===== src/rtl/crc_stream_engine.sv =====
// crc_stream_engine: framed, parametrised CRC engine processing DATA_W bits
// per clock with a one-cycle result strobe after each last word.
// Optional feature: define CRC_STREAM_CHECK_EN to add the RESIDUE parameter
// and the crc_ok output that flags frames whose raw CRC equals RESIDUE.
module crc_stream_engine #(
  parameter int          CRC_W   = 8,
  parameter logic [63:0] POLY    = 64'h07,
  parameter logic [63:0] INIT    = 64'h0,
  parameter logic [63:0] XOR_OUT = 64'h0,
  parameter int          DATA_W  = 8,
  parameter bit          REFIN   = 1'b0,
  parameter bit          REFOUT  = 1'b0,
  parameter int          NB_W    = $clog2(DATA_W) + 1
`ifdef CRC_STREAM_CHECK_EN
  ,
  parameter logic [63:0] RESIDUE = 64'h0
`endif
) (
  input  logic              clk,
  input  logic              rst,
  input  logic [DATA_W-1:0] din,
  input  logic              din_vld,
  input  logic              din_last,
  input  logic [NB_W-1:0]   din_nbits,
  input  logic              clr,
  output logic [CRC_W-1:0]  dout,
  output logic              dout_vld,
`ifdef CRC_STREAM_CHECK_EN
  output logic              crc_ok,
`endif
  output logic              busy
);

  localparam logic [CRC_W-1:0] POLY_T = POLY[CRC_W-1:0];
  localparam logic [CRC_W-1:0] INIT_T = INIT[CRC_W-1:0];
  localparam logic [CRC_W-1:0] XOR_T  = XOR_OUT[CRC_W-1:0];
`ifdef CRC_STREAM_CHECK_EN
  localparam logic [CRC_W-1:0] RESIDUE_T = RESIDUE[CRC_W-1:0];
`endif

  typedef enum logic {IDLE, ACC} state_t;

  state_t            state, state_nxt;
  logic [CRC_W-1:0]  crc_reg, crc_nxt, next_crc, result;
  logic [CRC_W-1:0]  acc, rev, rtmp;
  logic [DATA_W-1:0] word;
  logic              bit_in, fb, finish;
  int                nbits_eff;

  // Number of bits of this word that take part: all of them except on a
  // partial last word, where zero still means a full word.
  always_comb begin
    nbits_eff = DATA_W;
    if (din_last && din_nbits != '0 && int'(din_nbits) < DATA_W)
      nbits_eff = int'(din_nbits);
  end

  // Advance the register over the valid bits of the word in one step; the
  // word is shifted so the next bit in processing order is always at an end.
  always_comb begin
    word   = din;
    acc    = crc_reg;
    bit_in = 1'b0;
    fb     = 1'b0;
    for (int i = 0; i < DATA_W; i++) begin
      if (i < nbits_eff) begin
        bit_in = REFIN ? word[0] : word[DATA_W-1];
        fb     = acc[CRC_W-1] ^ bit_in;
        acc    = (acc << 1) ^ (fb ? POLY_T : '0);
      end
      word = REFIN ? (word >> 1) : (word << 1);
    end
    next_crc = acc;
  end

  // Final result: optional bit reversal followed by the output XOR mask.
  always_comb begin
    rev  = '0;
    rtmp = next_crc;
    for (int j = 0; j < CRC_W; j++) begin
      rev    = rev << 1;
      rev[0] = rtmp[0];
      rtmp   = rtmp >> 1;
    end
    result = (REFOUT ? rev : next_crc) ^ XOR_T;
  end

  // Next state, next register value and frame-complete decision; clr wins
  // over any word presented in the same cycle.
  always_comb begin
    state_nxt = state;
    crc_nxt   = crc_reg;
    finish    = 1'b0;
    if (clr) begin
      state_nxt = IDLE;
      crc_nxt   = INIT_T;
    end else if (din_vld) begin
      if (din_last) begin
        state_nxt = IDLE;
        crc_nxt   = INIT_T;
        finish    = 1'b1;
      end else begin
        state_nxt = ACC;
        crc_nxt   = next_crc;
      end
    end
  end

  // State and running CRC register.
  always_ff @(posedge clk) begin
    if (rst) begin
      state   <= IDLE;
      crc_reg <= INIT_T;
    end else begin
      state   <= state_nxt;
      crc_reg <= crc_nxt;
    end
  end

  // Result register: loaded only when a frame completes, strobe for one cycle.
  always_ff @(posedge clk) begin
    if (rst) begin
      dout     <= '0;
      dout_vld <= 1'b0;
`ifdef CRC_STREAM_CHECK_EN
      crc_ok   <= 1'b0;
`endif
    end else begin
      dout_vld <= finish;
      if (finish)
        dout <= result;
`ifdef CRC_STREAM_CHECK_EN
      crc_ok   <= finish && (next_crc == RESIDUE_T);
`endif
    end
  end

  assign busy = (state == ACC);

endmodule


===== config.mk =====
export PLATFORM = sky130hd
export DESIGN_NAME = crc_stream_engine
export DESIGN_NICKNAME = d
export VERILOG_FILES = /design/src/rtl/crc_stream_engine.sv
export SDC_FILE = /design/constraint.sdc
export NUM_CORES = 1
export LEC_CHECK = 0
export CAP_MARGIN = 20
export CORE_MARGIN = 2
export CORE_UTILIZATION = 35
export DETAILED_ROUTE_END_ITERATION = 8
export MAX_ROUTING_LAYER = met4
export PLACE_DENSITY_LB_ADDON = 0.2
export SETUP_SLACK_MARGIN = 0.05
export SLEW_MARGIN = 20
export SYNTH_ARGS = -nofsm -noshare
export SYNTH_HDL_FRONTEND = slang
export SYNTH_SLANG_ARGS = --single-unit
export TNS_END_PERCENT = 5

===== constraint.sdc =====
create_clock -name clk -period 3.34 [get_ports clk]
set_input_delay 0.501 -clock clk [delete_from_list [all_inputs] [get_ports clk]]
set_output_delay 0.501 -clock clk [all_outputs]
set_load 0.01 [all_outputs]

==> results.yml <==
cts:
  cts_tree: "built"
  cts_hold_buf: 0
  cts.path.max_buffers: 2
  cts_made_buffers: 3
  numClockSinks: 18
  h-tree-depth: 1
  cts-root-buf: "clkbuf_8"
  clock_latency_ps: 260
  clk_pin_slew_ps: 80
floorplan:
  start_util_pct: 36.0
  die_h_um: 81.5
  die_area_sq_mm: 0.00665
  pin_count: 27
  rows: 28
  die_x_um: 81.5
  coreArea_sq_mm: 0.00585
pwr:
  cellPowerDensity_mw_per_mm2: 320
  p_clk_share_pct: 21.1
  p_int_mw: 0.543
  combPwrFrac_pct: 51.3
  power_mw: 0.859
  vdd_drop_max_mv: 0.241
  p_sw_mw: 0.315
  share_seq_of_total_power_pct: 27.6
  p_leak_nw: 0.998
  swShare_pct: 36.7
layout:
  final_common_cell: "buf_4"
  antenna_cells: 0
  final_nets: 340
  multi_input_area_sq_mm: 0.00163
  fill_cells: 598
  layout_common_cells: "36 x buf_4, 28 x nor2_1, 26 x clkdlybuf4s50_1"
  area_growth_pct: 27.4
  seqCellArea_sq_um: 360
  fin_util_pct: 45.8
  drive_above_1_share_pct: 18.9
critical_path:
  reg2reg_from: "crc_reg[6]"
  ff2ff_path_depth: 8
  r2r_slack_ps: 620
  crit_path_start_kind: "input port"
  r2r-end: "dout[4]"
  cp_data_required_time_ps: 3480
  worstPathArrival_ps: 3250
  end_kind: "flop"
  path_max_fanout: 8
  critical_path_class: "input port to flop"
placed_design:
  portBuffers: 26
  hpwl_mm: 5.03
  place_ws_ps: -89.7
  gp_congestion: 0.971
timing:
  finalCriticalPeriod_ps: 3110
  slew_headroom_pct: 56.3
  skew_ps: 7.61
  setup_ws_ps: 230
  min_period_over_period_pct: 93.1
  drv_slew: 0
  setup_viol: 0
  fmax_mhz: 322
  rsz0062_at_grt: "no"
  hold_violations: 0
  setup_tns_ps: 0
  timing.hold.ws_ps: 472
  max_slew.worst_pin.slew_ps: 653
min_path:
  min_to: "dout[0]"
  hold_depth: 2
  hold_class: "flop to flop"
  hold_path_startpoint: "dout[0]"
yosys:
  avgSynthCellArea_sq_um: 7.63
  syn_nets: 293
  synthArstFlopShare_pct: 0
  netlist_area_sq_mm: 0.00210
  synth-edff-count: 0
  yosysUniqueCellTypes: 71
  ys.flop_type: "dfxtp_1"
  synthCells: 276
  yosysSeqAreaShare_pct: 17.1
  synth_warnings: 0
  synth_seq_cells: 18
grt:
  globalRouteTotalUtil_pct: 21.1
  grt_max_degree: 15
  grt_pass1_vias: 2192
  antenna_found_initial: 0
  grt-ovfl-total: 0
  grt_pass1_wl_mm: 10.6
run_status:
  status: "completed"
flow_run:
  max-cap-violations: 0
detailed_routing:
  wire_per_inst_um: 16.2
  drc: 0
  dr.first_iter.drc_count: 209
  drt.antenna.violating_nets: 0
  vias: 2260
  dr.pass1.iters: 4
  drt-total-wl_mm: 6.43
  via_per_inst: 5.69
==> through the flow <==
step / cell area (sq um) / instances
after floorplan: 2100 / 276
after detailed placement: 2620 / 393
final: 2680 / 397
after CTS: 2680 / 397
after global routing: 2680 / 397
after global placement: 2620 / 393
==> timing repair <==
| item | 4_1_cts | 5_1_grt |
|---|---|---|
| endpoints found under the hold margin | 0 | 0 |
| buffers inserted | 0 | 0 |
| endpoints found under the setup margin | 0 | 1 |
| gates resized for setup | 0 | 1 |
==> Yosys cell counts, types with 3 or more instances <==
master,number,area [sq um]
or3_1,3,18.8
a31oi_1,4,25.0
o211ai_1,6,45.0
xor2_1,9,78.8
o21ai_0,7,35.0
nand2_1,17,63.8
inv_1,3,11.3
nand3_1,10,50.1
o32ai_1,3,26.3
or2_2,3,18.8
xnor2_1,14,123
nand3b_1,3,22.5
buf_2,8,40.0
nand4b_1,3,26.3
dfxtp_1,18,360
o221ai_1,3,26.3
a21oi_1,20,100
nor2_1,28,105
and2_1,4,25.0
and3_1,5,31.3
nand2b_1,9,56.3
a211oi_1,5,37.5
nor3_1,8,40.0
mux2i_1,7,70.1
o21ai_1,7,35.0
nor2b_1,8,50.1
clkbuf_1,7,26.3
==> critical path, stage by stage <==
cell and delay (ps):
clkdlybuf4s50_1 500, or3b_1 500, or4_1 450, nand4_1 140, xor2_1 120, o21ai_1 190, a2bb2oi_2 200, a21oi_1 80
a2111oi_0 450, o21ai_1 120
==> cell families (layout without fill, tap and decap cells) <==
family | count (synthesis) | count (layout) | synth area share, %
buffers and inverters | 23 | 69 | 5.71
muxes | 8 | 8 | 3.86
AOI/OAI and AO/OA | 85 | 85 | 29.5
and+or+nand+nor | 114 | 114 | 29.4
DFF | 18 | 18 | 17.1
xor gates and xnor gates | 28 | 28 | 14.3
==> how the worst max path moves through the flow <==
stage	start	end	slack [ps]	cells after the start
after global placement	din_nbits[0]	crc_reg[1]	1	10
after detailed placement	din_last	dout[4]	-90	10
final	din_last	dout[4]	230	10
after global routing	din_nbits[0]	dout[2]	70	11
after CTS	din_last	dout[4]	160	10
after floorplan	din_nbits[3]	dout[4]	700	10
==> per-layer routing <==
metal	GRT usage, %	routed length (um)
met1	28.9	3140
met2	34.8	2940
met3	0.659	298
met4	4.41	45
met5	-	0
==> power groups by stage <==
| stage | clock network (mW) | logic, mW | registers (mW) |
|---|---|---|---|
| floorplan | 0 | 0.265 | 0.240 |
| global placement | 0 | 0.437 | 0.242 |
| detailed placement | 0 | 0.434 | 0.241 |
| CTS | 0.184 | 0.438 | 0.237 |
| global route | 0.190 | 0.479 | 0.238 |
| finish | 0.181 | 0.441 | 0.237 |
==> final cells by class <==
| cell class | count | area share [%] |
|---|---|---|
| multi-input combinational | 235 | 60.8 |
| timing repair buffer | 62 | 19.8 |
| sequential | 18 | 13.4 |
| tap | 75 | 3.50 |
| clock buffer | 4 | 2.05 |
| inverter | 3 | 0.420 |
Note: power is estimated with default switching activity, not from simulation.
